## config.mk

```make
export PLATFORM = sky130hd
export DESIGN_NAME = data_memory
export DESIGN_NICKNAME = d
export VERILOG_FILES = /design/src/rtl/data_memory.sv
export SDC_FILE = /design/constraint.sdc
export NUM_CORES = 2
export LEC_CHECK = 0
export BUFFER_PORTS_ARGS = -buffer_cell sky130_fd_sc_hd__buf_2
export CORE_UTILIZATION = 45
export DETAILED_ROUTE_END_ITERATION = 8
export GPL_ROUTABILITY_DRIVEN = 0
export PLACE_DENSITY = 0.71
export SETUP_SLACK_MARGIN = 0.1
export SLEW_MARGIN = 25
export SYNTH_ARGS = -nofsm -noshare
export SYNTH_HDL_FRONTEND = slang
export SYNTH_SLANG_ARGS = --single-unit
```

## constraint.sdc

```tcl
create_clock -name clk -period 42.1 [get_ports clk]
set_input_delay 4.21 -clock clk [delete_from_list [all_inputs] [get_ports clk]]
set_output_delay 4.21 -clock clk [all_outputs]
set_load 0.03 [all_outputs]
```

## src/rtl/data_memory.sv

```systemverilog
// Memory-access pipeline stage: word-addressed data RAM with registered load/store/pass-through
// results and a sticky access-error flag feeding writeback.
module data_memory #(
  parameter int DEPTH = 64,
  parameter int AW    = 6
) (
  input  logic        clk,
  input  logic        reset,
  input  logic [15:0] ans_ex,
  input  logic [15:0] data_ex,
  input  logic [2:0]  rd_ex,
  input  logic        mem_rd,
  input  logic        mem_wr,
  input  logic        reg_wr_ex,
  input  logic        valid_ex,
  input  logic        stall,
  input  logic        flush,
  output logic [15:0] ans_dm,
  output logic [2:0]  rd_dm,
  output logic        reg_wr_dm,
  output logic        valid_dm,
  output logic        err_dm
);

  localparam logic [15:0] DEPTH_W = 16'(DEPTH);

  logic [15:0] ram [DEPTH];

  logic [AW-1:0] idx;
  logic          in_range;
  logic          advance;
  logic          do_write;
  logic          access_err;
  logic [15:0]   result;

  assign idx      = ans_ex[AW-1:0];
  assign in_range = (ans_ex < DEPTH_W);
  // A valid instruction only takes effect when it is neither killed nor held.
  assign advance  = valid_ex && !flush && !stall;

  // NOTE: every signal gets a default at the top of always_comb so no path leaves it unassigned (no latch).
  always_comb begin
    result     = ans_ex;
    do_write   = 1'b0;
    access_err = 1'b0;
    if (mem_wr) begin
      do_write   = advance && in_range;
      access_err = !in_range || mem_rd;
    end else if (mem_rd) begin
      result     = in_range ? ram[idx] : 16'h0000;
      access_err = !in_range;
    end
  end

  // NOTE: the RAM is cleared by reset along with the pipeline register, because software relies on it reading 0 after reset.
  always_ff @(posedge clk or posedge reset) begin
    if (reset) begin
      ans_dm    <= '0;
      rd_dm     <= '0;
      reg_wr_dm <= 1'b0;
      valid_dm  <= 1'b0;
      err_dm    <= 1'b0;
      for (int i = 0; i < DEPTH; i++) begin
        ram[i] <= '0;
      end
    end else if (flush || (!stall && !valid_ex)) begin
      // NOTE: state is updated with non-blocking assignments so every register samples pre-edge values.
      ans_dm    <= '0;
      rd_dm     <= '0;
      reg_wr_dm <= 1'b0;
      valid_dm  <= 1'b0;
    end else if (advance) begin
      ans_dm    <= result;
      rd_dm     <= rd_ex;
      reg_wr_dm <= reg_wr_ex;
      valid_dm  <= 1'b1;
      err_dm    <= err_dm | access_err;
      if (do_write) begin
        ram[idx] <= data_ex;
      end
    end
  end

endmodule

```

==> results.cfg <==
[grt]
grt_first_pass_wirelength_mm = 201
grt_max_degree = 176
antenna_found_initial = 5
grt_usage_pct = 24.6
grt_pass1_vias = 30654
gr-total-overflow = 0

[timing]
final_max_slew_viol_count = 0
setup_tns_ns = 0
tightestPinTransition_ns = 1.16
final_min_period_over_clock_period_pct = 18.8
fmax_mhz = 127
relSlewSlack_pct = 21.6
grt_setup_unrepaired = false
post-route-min-period_ns = 7.90
setup_viol = 0
finalHoldViolations = 0
fin_skew_ns = 0.0316

[setup_path]
arrival_ns = 8.50
crit_fanout = 59
cp_common_cell = buf_4
cpPeakStageDelay_ns = 0.69
path_buf_inv = 4
r2r_cells = 6
path_depth = 10
path_class = in2reg
endpoint_kind = flip-flop
start_kind = input port
cpLargestDelayFamily = buffers and inverters
crit_chain = buf_6 -> buf_4 -> nor2b_4 -> buf_4 -> buf_4 -> a22oi_1 -> o32ai_1 -> a21oi_1 -> and4_1 -> a22oi_1
required_ns = 42.69
crit_path_top_delay_cell = buf_4

[logic_synthesis]
ys.flop_type = dfrtp_1
yosysSeqAreaShare_pct = 54.6
syn_area_sq_um = 47900
syn_inst = 3411
syn_area_per_cell_sq_um = 14.0
synth_nets = 3454
ys_seq_elements = 1046
yosys_warnings = 0
synthArstFlopShare_pct = 100
synth_area_leaders = dfrtp_1, mux2_2, mux4_2
synth_cell_types = 60
synth_top_area_cell = dfrtp_1
synth_edf_count = 0
synth.top_cell.area_share_pct = 54.6

[cts]
cts_resized = 0
clk_latency_ns = 0.68
cts-root-buf = clkbuf_16
cts_setup_buffers = 0
cts_buffers = 106
cts-htree-levels = 3
tritoncts = done
cts_buffer_depth = 3
cts.sinks = 1046
clk_pin_slew_ns = 0.06
cts_hold_buf = 0

[routing]
vias_per_cell = 6.26
wl_mm = 132
drt-initial-drc-count = 3091
dr.pass1.iters = 7
wl_per_cell_um = 27.5
drc = 32
drt-met1-wl_mm = 56.4
num_vias = 29982
wl_met3_mm = 10.8
highest_layer = met5
route.met2.wl_mm = 59.8
ant_nets = 0

[placed_design]
io_buffers = 64
dp_hpwl_mm = 78.7
dpl_cell_area_sq_um = 49000

[pwr]
p_per_area_nw_per_um2 = 39.6
pwr-share-seq_pct = 48.2
power_frac_clock_pct = 46.7
switchingPower_uw = 486
p_int_mw = 1.60
vdd_ir_drop_max_mv = 0.0330
swShare_pct = 23.3
combPwrFrac_pct = 5.0
leakage_nw = 24.8

[final_layout]
syn_to_final_growth_pct = 9.90
final_util_pct = 50.0
finalNetCount = 3351
final_layout_size_suffix_gt1_share_pct = 43.5
design_area_sq_um = 52700

[die]
chipWidth_um = 328
ios = 65
core_sq_um = 105000
die_h_um = 328
start_util_pct = 45.5
fp-row-count = 119
dieArea_sq_um = 108000

[min_path]
holdPathStages = 1
hold_path.class = reg2reg

[status]
violations = DRC
status = complete, but fails checks

[flow_run]
maxCapViolations = 0
-- registers in the layout (all words and copies together) (netlist names) --
| register | flops |
|---|---|
| ans_dm | 16 |
| rd_dm | 3 |
| ram | 1024 |
| reg_wr_dm | 1 |
| valid_dm | 1 |
| err_dm | 1 |
-- power by group through the flow --
| stage | clock (mW) | combinational [mW] | sequential [mW] |
|---|---|---|---|
| 3_5_place_dp | 0 | 0.104 | 1.02 |
| 6_report | 0.975 | 0.105 | 1.01 |
| 5_1_grt | 1.03 | 0.112 | 1.01 |
| 2_1_floorplan | 0 | 0.0636 | 1.03 |
| 3_3_place_gp | 0 | 0.104 | 1.02 |
| 4_1_cts | 0.988 | 0.104 | 1.01 |
-- cells by family after synthesis --
family / after synthesis / share of synthesized area [%]
mux: 1244 / 30.6
flops: 1046 / 54.6
compound gates: 492 / 7.62
buf+inv: 344 / 3.29
simple gates: 284 / 3.84
fa+ha+maj: 1 / 0.0209
-- synthesized netlist by cell type (3+ instances only) --
library cell	instances
and2_1	4
clkbuf_1	186
a2111oi_0	4
nand3b_1	3
a32oi_1	14
or3_1	5
mux4_2	74
o32ai_1	9
a21oi_1	44
mux2_2	1017
inv_1	10
nor3_1	16
o211ai_1	8
nor2_4	61
o31ai_1	8
mux2i_1	143
nor2_2	3
o22a_1	3
and3_1	9
o22ai_1	78
a211oi_1	7
a221oi_1	127
mux2_1	10
buf_2	33
a22o_1	21
nand2b_1	5
o221ai_1	16
o21ai_0	40
nand3_1	9
nor2_1	51
buf_1	49
buf_4	63
a221o_1	8
a22oi_1	97
nor4_1	10
nand2_1	65
or2_2	4
nand2_2	8
nor2b_1	9
dfrtp_1	1046
and4_1	9
-- worst reg2reg max path: stages (launching register included) --
cell and delay (ns):
dfrtp_1 0.39, mux4_2 0.47, nand2_1 0.09, a21oi_1 0.16, a21oi_1 0.87, and4_1 0.30, a32oi_1 0.09
-- final cells by class --
class                           instances  area [sq um]
Clock buffer                          162          3210
Fill cell                            8937         52800
Multi-Input combinational cell       2021         20200
Clock inverter                         35           428
Timing Repair Buffer                  122           840
Inverter                               11          51.3
Antenna cell                            2          5.00
Tap cell                             1391          1740
Sequential cell                      1046         26200
-- through the flow --
step                      std cells  power, mW  hold WS, ns  worst slack, ns
final                          4790       2.09        0.452            34.20
after global routing           4788       2.15        0.497            33.82
after CTS                      4787       2.10        0.455            34.28
after detailed placement       4590       1.13        0.441            33.58
after global placement         4590       1.13        0.441            33.61
after floorplan                3411       1.09        0.457             8.45
-- final timing paths --
check,from,end,slack (ns)
min in group asynchronous,reset,ram[422]$_DFFE_PP0P_,3.68
worst max register to register,ram[531]$_DFFE_PP0P_,ans_dm[3]$_DFFE_PP0P_,39.64
worst min register to register,err_dm$_DFFE_PP0P_,err_dm$_DFFE_PP0P_,0.45
max in group asynchronous,reset,ram[891]$_DFFE_PP0P_,34.58
worst min-delay path,err_dm$_DFFE_PP0P_,err_dm$_DFFE_PP0P_,0.45
worst max-delay path,ans_ex[0],ans_dm[13]$_DFFE_PP0P_,34.20
-- placed cells by master, fill, tap and decap left out, drive strengths merged, types with 10 or more instances in the layout --
cell type  instances
a21oi             44
a221oi           127
a22o              21
a22oi             97
a32oi             14
buf              122
clkbuf           162
clkinv            21
dfrtp           1046
inv               14
mux2            1027
mux2i            143
mux4              74
nand2             73
nor2             115
nor3              18
nor4              10
o21ai             40
o221ai            16
o22ai             78
-- per-layer routing --
metal / up-vias / global-route usage (%)
li1: 12533 / -
met1: 16111 / 34.4
met2: 1096 / 37.2
met3: 238 / 5.99
met4: 4 / 8.65
met5: - / 0
(Power assumes the default switching activity.)
